<file path="src/rtl/relu_pkg.sv">
// relu_pkg: shared defaults, mode constants, lane word type and popcount for the ReLU stream
package relu_pkg;
  localparam int RELU_MSB_W = 6;
  localparam int RELU_LSB_W = 12;
  localparam int RELU_DATA_W = RELU_MSB_W + RELU_LSB_W;
  localparam int RELU_LANES = 4;
  localparam int RELU_LEAK_SHIFT = 3;
  localparam int RELU_CNT_W = 16;
  localparam logic RELU_MODE_PLAIN = 1'b0;
  localparam logic RELU_MODE_LEAKY = 1'b1;
  typedef logic signed [RELU_DATA_W-1:0] lane_t;
  function automatic logic [5:0] popcount(input logic [31:0] m);
    popcount = '0;
    for (int i = 0; i < 32; i++) popcount += 6'(m[i]);
  endfunction
endpackage

</file>
<file path="src/rtl/relu_stream_if.sv">
// relu_stream_if: input/output valid-ready beat bundle of the ReLU stream
interface relu_stream_if #(
  parameter int MSB_W = 6,
  parameter int LSB_W = 12,
  parameter int LANES = 4,
  parameter int DATA_W = MSB_W + LSB_W
);
  logic in_valid;
  logic in_ready;
  logic [LANES*MSB_W-1:0] in_msb;
  logic [LANES*LSB_W-1:0] in_lsb;
  logic in_mode;
  logic out_valid;
  logic out_ready;
  logic [LANES*DATA_W-1:0] out_data;
  logic [LANES-1:0] out_neg_mask;
  modport master (
    output in_valid, in_msb, in_lsb, in_mode, out_ready,
    input in_ready, out_valid, out_data, out_neg_mask
  );
  modport slave (
    input in_valid, in_msb, in_lsb, in_mode, out_ready,
    output in_ready, out_valid, out_data, out_neg_mask
  );
endinterface

</file>
<file path="src/rtl/relu_lane.sv">
// relu_lane: joins one split signed word and applies ReLU/leaky ReLU (ReLU-N clamp with RELU_CLAMP_EN)
module relu_lane
  import relu_pkg::*;
#(
  parameter int MSB_W = RELU_MSB_W,
  parameter int LSB_W = RELU_LSB_W,
  parameter int LEAK_SHIFT = RELU_LEAK_SHIFT
) (
  input logic [MSB_W-1:0] msb,
  input logic [LSB_W-1:0] lsb,
  input logic mode,
`ifdef RELU_CLAMP_EN
  input logic [MSB_W+LSB_W-1:0] clamp,
`endif
  output logic [MSB_W+LSB_W-1:0] y,
  output logic neg
);
  localparam int DATA_W = MSB_W + LSB_W;
  logic signed [DATA_W-1:0] x;
  logic [DATA_W-1:0] pos;
  assign x = {msb, lsb};
  assign neg = x[DATA_W-1];
`ifdef RELU_CLAMP_EN
  assign pos = (DATA_W'(x) > clamp) ? clamp : DATA_W'(x);
`else
  assign pos = DATA_W'(x);
`endif
  always_comb begin
    y = neg ? ((mode == RELU_MODE_LEAKY) ? DATA_W'(x >>> LEAK_SHIFT) : '0) : pos;
  end
endmodule

</file>
<file path="src/rtl/relu_stream.sv">
// relu_stream: multi-lane ReLU with 2-stage elastic pipeline and negative counter (cfg_clamp with RELU_CLAMP_EN)
module relu_stream
  import relu_pkg::*;
#(
  parameter int MSB_W = RELU_MSB_W,
  parameter int LSB_W = RELU_LSB_W,
  parameter int LANES = RELU_LANES,
  parameter int LEAK_SHIFT = RELU_LEAK_SHIFT,
  parameter int CNT_W = RELU_CNT_W
) (
  input logic clk,
  input logic rst,
  relu_stream_if.slave s,
  input logic cnt_clr,
`ifdef RELU_CLAMP_EN
  input logic [MSB_W+LSB_W-1:0] cfg_clamp,
`endif
  output logic [CNT_W-1:0] neg_cnt
);
  localparam int DATA_W = MSB_W + LSB_W;
  logic [LANES*DATA_W-1:0] lane_y, s1_data, s2_data;
  logic [LANES-1:0] lane_neg, s1_mask, s2_mask;
  logic s1_valid, s2_valid, s1_load, s2_load, accept;
  logic [5:0] pop;
  logic [CNT_W+6:0] sum;
  logic [CNT_W-1:0] cnt_next;
  for (genvar i = 0; i < LANES; i++) begin : g_lane
    relu_lane #(.MSB_W(MSB_W), .LSB_W(LSB_W), .LEAK_SHIFT(LEAK_SHIFT)) u_lane (
      .msb(s.in_msb[i*MSB_W +: MSB_W]),
      .lsb(s.in_lsb[i*LSB_W +: LSB_W]),
      .mode(s.in_mode),
`ifdef RELU_CLAMP_EN
      .clamp(cfg_clamp),
`endif
      .y(lane_y[i*DATA_W +: DATA_W]),
      .neg(lane_neg[i])
    );
  end
  assign s2_load = !s2_valid || s.out_ready;
  assign s1_load = !s1_valid || s2_load;
  assign accept = s.in_valid && s1_load;
  assign s.in_ready = s1_load;
  assign s.out_valid = s2_valid;
  assign s.out_data = s2_data;
  assign s.out_neg_mask = s2_mask;
  assign pop = popcount(32'(lane_neg));
  assign sum = {7'b0, neg_cnt} + (CNT_W+7)'(pop);
  // clear wins over a simultaneous accept; overflow sticks at all-ones
  always_comb begin
    cnt_next = cnt_clr ? '0 : !accept ? neg_cnt : |sum[CNT_W+6:CNT_W] ? '1 : sum[CNT_W-1:0];
  end
  always_ff @(posedge clk) begin
    if (rst) begin
      s1_valid <= 1'b0;
      s2_valid <= 1'b0;
      s1_data <= '0;
      s1_mask <= '0;
      s2_data <= '0;
      s2_mask <= '0;
      neg_cnt <= '0;
    end else begin
      if (s1_load) s1_valid <= s.in_valid;
      if (accept) begin
        s1_data <= lane_y;
        s1_mask <= lane_neg;
      end
      if (s2_load) s2_valid <= s1_valid;
      if (s2_load && s1_valid) begin
        s2_data <= s1_data;
        s2_mask <= s1_mask;
      end
      neg_cnt <= cnt_next;
    end
  end
endmodule

</file>
<file path="src/flat_wrapper.sv">
// flat-port wrapper written by rule: the top's interface ports become plain ports
module relu_stream_flat import relu_pkg::*;
#(
  parameter int MSB_W = RELU_MSB_W,
  parameter int LSB_W = RELU_LSB_W,
  parameter int LANES = RELU_LANES,
  parameter int LEAK_SHIFT = RELU_LEAK_SHIFT,
  parameter int CNT_W = RELU_CNT_W
)
  (clk, rst, cnt_clr, neg_cnt, s_in_valid, s_in_msb, s_in_lsb, s_in_mode, s_out_ready, s_in_ready, s_out_valid, s_out_data, s_out_neg_mask);
  relu_stream_if #(.MSB_W(MSB_W), .LSB_W(LSB_W), .LANES(LANES)) s_i ();
  input logic clk;
  input logic rst;
  input logic cnt_clr;
  output logic [CNT_W-1:0] neg_cnt;
  input wire logic [$bits(s_i.in_valid)-1:0] s_in_valid;
  input wire logic [$bits(s_i.in_msb)-1:0] s_in_msb;
  input wire logic [$bits(s_i.in_lsb)-1:0] s_in_lsb;
  input wire logic [$bits(s_i.in_mode)-1:0] s_in_mode;
  input wire logic [$bits(s_i.out_ready)-1:0] s_out_ready;
  output wire logic [$bits(s_i.in_ready)-1:0] s_in_ready;
  output wire logic [$bits(s_i.out_valid)-1:0] s_out_valid;
  output wire logic [$bits(s_i.out_data)-1:0] s_out_data;
  output wire logic [$bits(s_i.out_neg_mask)-1:0] s_out_neg_mask;
  assign s_i.in_valid = s_in_valid;
  assign s_i.in_msb = s_in_msb;
  assign s_i.in_lsb = s_in_lsb;
  assign s_i.in_mode = s_in_mode;
  assign s_i.out_ready = s_out_ready;
  assign s_in_ready = s_i.in_ready;
  assign s_out_valid = s_i.out_valid;
  assign s_out_data = s_i.out_data;
  assign s_out_neg_mask = s_i.out_neg_mask;
  relu_stream #(.MSB_W(MSB_W), .LSB_W(LSB_W), .LANES(LANES), .LEAK_SHIFT(LEAK_SHIFT), .CNT_W(CNT_W)) u_core (.clk(clk), .rst(rst), .s(s_i), .cnt_clr(cnt_clr), .neg_cnt(neg_cnt));
endmodule
</file>
<file path="config.mk">
export PLATFORM = sky130hd
export DESIGN_NAME = relu_stream_flat
export DESIGN_NICKNAME = d
export VERILOG_FILES = /design/src/rtl/relu_pkg.sv /design/src/rtl/relu_stream_if.sv /design/src/rtl/relu_lane.sv /design/src/rtl/relu_stream.sv /design/src/flat_wrapper.sv
export SDC_FILE = /design/constraint.sdc
export NUM_CORES = 1
export LEC_CHECK = 0
export BUFFER_PORTS_ARGS = -buffer_cell sky130_fd_sc_hd__buf_2
export CORE_UTILIZATION = 45
export CTS_CLUSTER_DIAMETER = 150
export DETAILED_ROUTE_END_ITERATION = 8
export PLACE_DENSITY = 0.7
export SETUP_SLACK_MARGIN = 0.02
export SYNTH_ARGS = -nofsm -noshare
export SYNTH_HDL_FRONTEND = slang
export SYNTH_SLANG_ARGS = --single-unit
</file>
<file path="constraint.sdc">
create_clock -name clk -period 4.3 [get_ports clk]
set_clock_uncertainty 0.05 [all_clocks]
set_input_delay 0.215 -clock clk [delete_from_list [all_inputs] [get_ports clk]]
set_output_delay 0.215 -clock clk [all_outputs]
set_load 0.05 [all_outputs]
</file>
==> impl_metrics.tcl, run 1 <==
set metrics [dict create \
    drc 0 \
    startpoint_type "input pin" \
    maxSlewViolCount 0 \
    synth_fp_nets 884 \
    min_period_ps 3250 \
    path_buf_inv 6 \
    outcome "complete, no violations" \
    ys_async_sr_fraction_pct 0 \
    port-buffer-count 171 \
    crit_type "input pin to register" \
    htreeDepth 4 \
    synth_area_leaders "dfxtp_1 51%, nand2_1 10%, a21oi_1 7.6%" \
    drive_above_1_share_pct 23.2 \
    setup_viol 0 \
    reg2reg_depth 7 \
    yosysWarningCount 0 \
    relSlewSlack_pct 23.6 \
    cp_slowest_cell "or4_1" \
    ys_seq_area_share_pct 51.5 \
    hold_viol 0 \
    synth_cell_types 43 \
    rrSetupSlack_ps 1900 \
    grt_pass1_vias 5470 \
    grt_pass1_wl_mm 26.7 \
    combPwrFrac_pct 11.2 \
    cts_tree "built" \
    setup_tns_ps 0 \
    syn_to_final_growth_pct 22.6 \
    timing.hold.ws_ps 35.9 \
    netlist_area_um2 6610 \
    cts-root-buf "clkbuf_16" \
    synth_top_area_share_pct 51.5 \
    vias 6098 \
    grt_use_total_pct 22.3 \
    post_cts_buffers 0 \
    die_y_um 123 \
    overflow 0 \
    antenna_found_initial 1 \
    clk_pin_slew_ps 60 \
    wl_mm 16.7 \
    cts_buffers 17 \
    synth-main-ff-cell "dfxtp_1" \
    cts_resized 0 \
    drtAntennaViolNets 0 \
    final_nets 1015 \
    crit_family "simple AND/OR/NAND/NOR gates" \
    drt_iter0_drc 406 \
    design.core.area_um2 14100 \
    place_congestion 0.836 \
    power.density_nw_per_um2 447 \
    intPower_w 0.00272 \
    synth_commonest_cells "180 x nand2_1, 170 x dfxtp_1, 101 x a21oi_1" \
    routedWlPerCell_um 14.9 \
    synth_edf_count 0 \
    ir_drop_mv 0.286 \
    power_switching_share_pct 25.2 \
    p_seq_share_pct 46.5 \
    ys_seq_elements 170 \
    crit_chain "dlygate4sd3_1, buf_2, clkinv_1, buf_4, fa_1, inv_1, ha_1, inv_1, fa_1, nor2b_1, nor2_1, or4_1, a31oi_1" \
    max_freq_ghz 0.307 \
    dr.pass1.iters 5 \
    yosysTopAreaCell "dfxtp_1" \
    min_path_cells 3 \
    numClockSinks 170 \
    via_per_inst 5.43 \
    clkPwrFrac_pct 42.3 \
    io_pins 172 \
    grt_start_max_net_pins 74 \
    num_rows 43 \
    max_cap_viol_count 0 \
    ctsHoldBuffers 1 \
    fp.dieArea_um2 15200 \
    hold_path_class "input pin to register" \
    crit_required_ps 4590 \
    slowest_delay_ps 750 \
    fin_crit_sh_pct 75.7 \
    syn_inst 799 \
    leakagePower_nw 3.31 \
    critical_path_depth 13 \
    yosysMostFrequentCell "nand2_1" \
    p_switching_w 0.000914 \
    synth_area_per_cell_um2 8.28 \
    critical_path.max_fanout 18 \
    rsz0062_at_grt "false" \
    endpoint_kind "register" \
    clk_latency_ps 420 \
    worst_pin_slew_ps 1140 \
    dp.final_hpwl_mm 10.7 \
    clockBufferDepth 2 \
    crit_arrival_ps 3540 \
    start_util_pct 46.9 \
    fp.dieW_um 123 \
    p_total_w 0.00363 \
]
==> layer usage <==
layer / wire, um / part of all wire [%] / track usage, %
met5: 0 / 0 / 0
met4: 148 / 0.89 / 7.00
met3: 1110 / 6.7 / 6.69
met2: 7740 / 46 / 35.3
met1: 7690 / 46 / 29.2
==> tightest hold or removal path: cells and delay by family <==
family	cells	cell delay, ps
and+or+nand+nor	1	70
buffers and inverters	1	110
AOI/OAI and AO/OA	1	60
==> cell usage in the layout (no fill, tap or decap), types with 4 or more instances in the layout <==
cell,Yosys,layout
nand3_1,9,9
o31ai_1,6,6
a21oi_1,101,101
nand2_1,180,178
buf_4,0,7
or4_1,7,7
buf_2,3,170
clkbuf_16,0,17
a211oi_1,13,13
a31oi_1,8,8
ha_1,5,5
nor3_1,54,54
clkinv_1,4,4
clkbuf_1,48,4
nor2_1,71,70
dfxtp_1,170,170
inv_1,12,12
a221oi_1,54,54
and2_1,6,5
==> cell families (layout without fill, tap and decap cells) <==
kind of cell             count (synthesis)  after routing  synth area share (%)
AO/OA/AOI/OAI                          194            194                  19.4
XOR/XNOR                                 3              3                 0.397
adder cells (fa/ha/maj)                  7              7                  1.55
buffers and inverters                   84            226                  4.94
flip-flops                             170            170                  51.5
multiplexers                             2              2                 0.303
other                                    0              1                     0
AND/OR/NAND/NOR                        339            339                  22.0
==> worst paths after layout <==
| kind | startpoint | endpoint |
|---|---|---|
| hold / removal | s_in_msb[23] | u_core.s1_mask[3]$_SDFFE_PP0P_ |
| hold reg to reg | u_core.s1_data[5]$_SDFFE_PP0P_ | u_core.s.out_data[5]$_SDFFE_PP0P_ |
| setup / recovery | s_in_msb[17] | u_core.neg_cnt[8]$_SDFFE_PP0P_ |
| setup reg to reg | u_core.neg_cnt[0]$_SDFFE_PP0P_ | u_core.neg_cnt[8]$_SDFFE_PP0P_ |
==> through the flow <==
stage          setup WS (ps)  instance area, um2  util (%)  instances
6_report                1050                8110      57.5       1122
3_3_place_gp             933                7510      53.3       1090
2_1_floorplan           1390                6610         -        799
3_5_place_dp             853                7510      53.3       1090
5_1_grt                  839                8110      57.5       1122
4_1_cts                 1080                8110      57.5       1121
==> power groups by stage <==
stage | Clock (W) | Combinational [W] | Sequential (W)
after floorplan | 0 | 0.000206 | 0.00180
after global routing | 0.00163 | 0.000451 | 0.00170
after global placement | 0 | 0.000403 | 0.00172
final | 0.00153 | 0.000407 | 0.00169
after CTS | 0.00156 | 0.000409 | 0.00169
after detailed placement | 0 | 0.000406 | 0.00172
==> area by class of cell <==
class / instances / area [um2]
Multi-Input combinational cell: 545 / 2900
Antenna cell: 1 / 2.50
Sequential cell: 170 / 3400
Timing Repair Buffer: 179 / 933
Clock inverter: 7 / 118
Inverter: 17 / 63.8
Fill cell: 1373 / 5990
Clock buffer: 23 / 468
Tap cell: 180 / 225
==> state kept, by name (all words and copies together), names as in the netlist <==
signal,count
u_core.s.out_valid,1
u_core.s1_mask,4
u_core.s1_valid,1
u_core.s1_data,72
u_core.s.out_neg_mask,4
u_core.neg_cnt,16
u_core.s.out_data,72
Note: power is estimated with default switching activity, not from simulation.
==> inputs of run 2 (changes only) <==
clock period = 3.4 ns   (was 4.3 ns; I/O delays follow)
==> impl_metrics.tcl, run 2 (synthesized netlist as in run 1, its figures left out) <==
set metrics [dict create \
    numClockSinks 170 \
    hold_path.startpoint "s_in_lsb[11]" \
    fp.dieArea_um2 15200 \
    drc 0 \
    htreeDepth 4 \
    setup_tns_ps 0 \
    min_to "u_core.s1_data[8]$_SDFFE_PP0P_" \
    syn_to_final_growth_pct 26.0 \
    fill_cells 1332 \
    placed_cell_area_um2 7530 \
    outcome "complete, no violations" \
    final_nets 1034 \
    rsz0062_at_grt "false" \
    io_pins 172 \
    grt_start_max_net_pins 95 \
    overflow 0 \
    antenna_found_initial 1 \
    max_cap_viol_count 0 \
    crit_chain "dlygate4sd3_1, buf_2, ha_1, inv_1, fa_1, inv_1, ha_1, inv_1, fa_1, nor2b_1, nor2_1, or4_4, a31oi_1" \
    vias 6180 \
    setup_viol 0 \
    maxSlewViolCount 0 \
    fp.dieW_um 123 \
    min_period_ps 3160 \
    final_cell_mix "178 x nand2_1, 170 x buf_2, 170 x dfxtp_1" \
    drt_iter0_drc 451 \
    die_y_um 123 \
    rr_startpoint "u_core.s1_valid$_SDFFE_PP0N_" \
    drtAntennaViolNets 0 \
    reg2reg_depth 7 \
    reg2reg_to "u_core.s1_data[56]$_SDFFE_PP0P_" \
    wl_mm 16.9 \
    fin_crit_sh_pct 92.8 \
    post_cts_buffers 0 \
    cts_buffers 17 \
    slowest_delay_ps 640 \
    design.core.area_um2 14100 \
    final_common_cell "nand2_1" \
    start_util_pct 46.9 \
    ir_drop_mv 0.347 \
    rrSetupSlack_ps 650 \
    final_area_um2 8330 \
    max_freq_ghz 0.317 \
    crit_arrival_ps 3470 \
    cts_tree "built" \
    grt_pass1_wl_mm 26.5 \
    min_path_cells 3 \
    via_per_inst 5.41 \
    place_congestion 0.834 \
    crit_family "adder cells" \
    port-buffer-count 171 \
    hold_path_class "input pin to register" \
    grt_pass1_vias 5470 \
    leakagePower_nw 3.41 \
    critical_path.max_fanout 10 \
    endpoint_kind "register" \
    relSlewSlack_pct 44.0 \
    worst_pin_slew_ps 839 \
    path_buf_inv 5 \
    crit_required_ps 3710 \
    num_rows 43 \
    crit_type "input pin to register" \
    drive_above_1_share_pct 22.9 \
    grt_use_total_pct 22.6 \
    clk_pin_slew_ps 60 \
    clk_latency_ps 430 \
    startpoint_type "input pin" \
    cp_common_cell "inv_1" \
    hold_viol 0 \
    dp.final_hpwl_mm 10.5 \
    clockBufferDepth 2 \
    cp_slowest_cell "or4_4" \
    cts-root-buf "clkbuf_16" \
    routedWlPerCell_um 14.8 \
    dr.pass1.iters 5 \
    power.density_nw_per_um2 558 \
]
run 2: area by class of cell:
| type | instances | area (um2) | share of cell area [%] |
|---|---|---|---|
| Sequential cell | 170 | 3400 | 40.9 |
| Multi-Input combinational cell | 545 | 2910 | 34.9 |
| Timing Repair Buffer | 198 | 1130 | 13.6 |
| Clock buffer | 23 | 448 | 5.38 |
| Tap cell | 180 | 225 | 2.70 |
| Clock inverter | 8 | 145 | 1.74 |
| Inverter | 17 | 63.8 | 0.766 |
| Antenna cell | 1 | 2.50 | 0.0300 |
run 2: what timing repair did:
item / in CTS / in global routing
hold endpoints to repair: 18 / 0
hold buffers: 19 / 0
gates resized for setup: 0 / 2
endpoints found under the setup margin: 0 / 13
run 2: through the flow:
step | power (W) | setup WS (ps) | util, % | hold slack, ps | cells
floorplan | 0.00253 | 532 | - | 256 | 799
global placement | 0.00269 | 304 | 53.4 | 388 | 1091
detailed placement | 0.00270 | 259 | 53.4 | 393 | 1091
CTS | 0.00469 | 119 | 59.0 | 0.378 | 1141
global route | 0.00483 | 19.0 | 59.1 | 10.7 | 1142
finish | 0.00465 | 245 | 59.1 | 7.12 | 1142
run 2: how the worst max path moves through the flow:
stage                  from                               to  slack [ps]  cells after the start
2_1_floorplan  s_in_msb[17]   u_core.neg_cnt[8]$_SDFFE_PP0P_         530                     12
3_3_place_gp   s_in_msb[11]   u_core.neg_cnt[5]$_SDFFE_PP0P_         300                     12
3_5_place_dp    s_in_msb[5]   u_core.neg_cnt[9]$_SDFFE_PP0P_         260                     12
4_1_cts         s_in_msb[5]  u_core.neg_cnt[13]$_SDFFE_PP0P_         120                     13
5_1_grt         s_in_msb[5]   u_core.neg_cnt[3]$_SDFFE_PP0P_          20                     13
6_report        s_in_msb[5]  u_core.neg_cnt[13]$_SDFFE_PP0P_         240                     13
run 2: tightest hold or removal path: cells and delay by family:
family	cells	cell delay [ps]
buf+inv	1	110
simple gates	1	80
compound gates	1	80
run 2: where the power goes:
part | leakage [nW] | internal [W] | total [W] | switching, W
logic | 1.73 | 0.000177 | 0.000536 | 0.000360
registers | 1.39 | 0.00209 | 0.00213 | 0.0000467
clock network | 0.281 | 0.00122 | 0.00198 | 0.000757
total | 3.41 | 0.00349 | 0.00465 | 0.00116
run 2: per-layer routing:
| metal | up-vias | track usage [%] | wire, um |
|---|---|---|---|
| li1 | 3097 | - | - |
| met1 | 2867 | 29.0 | 7550 |
| met5 | - | 0 | 0 |
| met3 | 23 | 6.69 | 1240 |
| met4 | 0 | 8.21 | 237 |
| met2 | 193 | 36.0 | 7910 |
==> inputs of run 3 (changes only) <==
CTS_BUF_LIST = sky130_fd_sc_hd__clkbuf_8   (was not set)
PLACE_DENSITY = 0.69   (was 0.7)
SYNTH_HIERARCHICAL = 1   (was not set)
==> impl_metrics.tcl, run 3 <==
set metrics [dict create \
    synth_cell_types 39 \
    hold_viol 0 \
    ys_async_sr_fraction_pct 0 \
    fp.dieW_um 126 \
    timing.hold.ws_ps 33.0 \
    route.met2.wl_mm 8.05 \
    routed.top_layer "met4" \
    synth_area_per_cell_um2 7.95 \
    ys_seq_elements 170 \
    vias 6243 \
    grt_use_total_pct 21.7 \
    antenna_found_initial 0 \
    yosysTopAreaCell "dfxtp_1" \
    drc 0 \
    wl_met3_um 885 \
    grt_pass1_wl_mm 27.5 \
    grt_pass1_vias 5656 \
    rsz0062_at_grt "false" \
    drive_above_1_share_pct 21.7 \
    dp.final_hpwl_mm 10.8 \
    htreeDepth 4 \
    synth_top_area_share_pct 49.2 \
    worst_pin_slew_ps 907 \
    m1WireLength_mm 7.88 \
    die_y_um 126 \
    final_nets 1093 \
    max_cap_viol_count 0 \
    setup_viol 0 \
    start_util_pct 46.9 \
    maxSlewViolCount 0 \
    synth_edf_count 0 \
    port-buffer-count 171 \
    ir_drop_mv 0.329 \
    routedWlPerCell_um 14.2 \
    io_pins 172 \
    startpoint_type "input pin" \
    setup_tns_ps 0 \
    cts_resized 0 \
    synth_area_leaders "dfxtp_1 49%, nand2_1 17%, a21oi_1 12%" \
    wl_mm 17.1 \
    clockBufferDepth 2 \
    regArea_um2 3400 \
    clk_latency_ps 470 \
    outcome "complete, no violations" \
    drt_iter0_drc 456 \
    num_rows 44 \
    critical_path.max_fanout 11 \
    crit_arrival_ps 3270 \
    leakagePower_nw 3.55 \
    numClockSinks 170 \
    ys_seq_area_share_pct 49.2 \
    yosysMostFrequentCell "nand2_1" \
    crit_type "input pin to register" \
    place_congestion 0.804 \
    synth_fp_nets 951 \
    synth_commonest_cells "315 x nand2_1, 170 x dfxtp_1, 164 x a21oi_1" \
    final_common_cell "nand2_1" \
    power.density_nw_per_um2 510 \
    drtAntennaViolNets 0 \
    endpoint_kind "register" \
    cts_tree "built" \
    yosysWarningCount 6 \
    netlist_area_um2 6910 \
    via_per_inst 5.17 \
    overflow 0 \
    dr.pass1.iters 7 \
    fp.dieArea_um2 15900 \
    relSlewSlack_pct 39.5 \
    max_freq_ghz 0.341 \
    num_antenna_cells 0 \
    synth-main-ff-cell "dfxtp_1" \
    crit_required_ps 3740 \
    rrSetupSlack_ps 520 \
    cts-root-buf "clkbuf_8" \
    grt_start_max_net_pins 82 \
    cts_buffers 17 \
    fin_crit_sh_pct 86.3 \
    syn_to_final_growth_pct 21.0 \
    syn_inst 869 \
    min_period_ps 2930 \
    fill_cells 1437 \
    hold_path_class "input pin to register" \
    multiInputGateArea_um2 3080 \
    final_cell_mix "313 x nand2_1, 170 x buf_2, 170 x dfxtp_1" \
    clk_pin_slew_ps 90 \
    design.core.area_um2 14800 \
]
==> run 3: worst paths after layout <==
kind | start | endpoint | depth (start not counted)
worst max-delay path | s_in_msb[5] | u_core/neg_cnt[2]$_SDFFE_PP0P_ | 11
worst min-delay path | s_in_lsb[11] | u_core/s1_data[11]$_SDFFE_PP0P_ | 5
worst max register to register | u_core/neg_cnt[0]$_SDFFE_PP0P_ | u_core/neg_cnt[2]$_SDFFE_PP0P_ | 9
worst min register to register | u_core/s1_data[67]$_SDFFE_PP0P_ | u_core/s.out_data[67]$_SDFFE_PP0P_ | 2
==> run 3: where the power goes <==
| part | internal, W | leakage (nW) | switching [W] |
|---|---|---|---|
| Combinational | 0.000168 | 1.93 | 0.000309 |
| Sequential | 0.00206 | 1.38 | 0.0000348 |
| Clock | 0.000951 | 0.241 | 0.000749 |
==> run 3: per-stage QoR <==
step / worst slack [ps] / total power, W / utilization (%) / instances / cell area (um2)
final: 467 / 0.00427 / 56.7 / 1208 / 8360
after global routing: 322 / 0.00446 / 56.7 / 1208 / 8360
after CTS: 491 / 0.00431 / 56.7 / 1208 / 8360
after detailed placement: 555 / 0.00260 / 52.4 / 1160 / 7730
after global placement: 574 / 0.00259 / 52.4 / 1160 / 7730
after floorplan: 527 / 0.00247 / - / 869 / 6910
==> run 3: timing repair <==
item	CTS	global route
setup buffers	0	0
endpoints found under the hold margin	13	0
hold buffers	16	0
==> run 3: logic make-up after synthesis <==
family	count (synthesis)	share of synthesized area [%]
and+or+nand+nor	357	21.1
AOI/OAI and AO/OA	242	21.0
DFF	170	49.2
buffers and inverters	86	6.32
xor gates and xnor gates	8	1.01
adders and majority gates	4	1.05
muxes	2	0.290
==> run 3: final cells by class <==
class,instances,area share [%]
Timing Repair Buffer,193,13.3
Tap cell,184,2.75
Clock inverter,15,2.90
Sequential cell,170,40.7
Clock buffer,17,2.80
Multi-Input combinational cell,613,36.8
Inverter,16,0.718
==> run 3: layer usage <==
| layer | vias to the layer above | track usage (%) |
|---|---|---|
| li1 | 3159 | - |
| met1 | 2903 | 27.7 |
| met2 | 156 | 35.0 |
| met3 | 25 | 5.35 |
| met4 | 0 | 9.43 |
| met5 | - | 0 |
==> run 3: critical path, stage by stage <==
cell           delay [ps]
dlygate4sd3_1         540
buf_2                 170
fa_1                  500
inv_1                  40
fa_1                  380
inv_1                  80
fa_1                  170
nand3_1               160
nor4b_4               450
nand2_1               360
a21oi_1               230
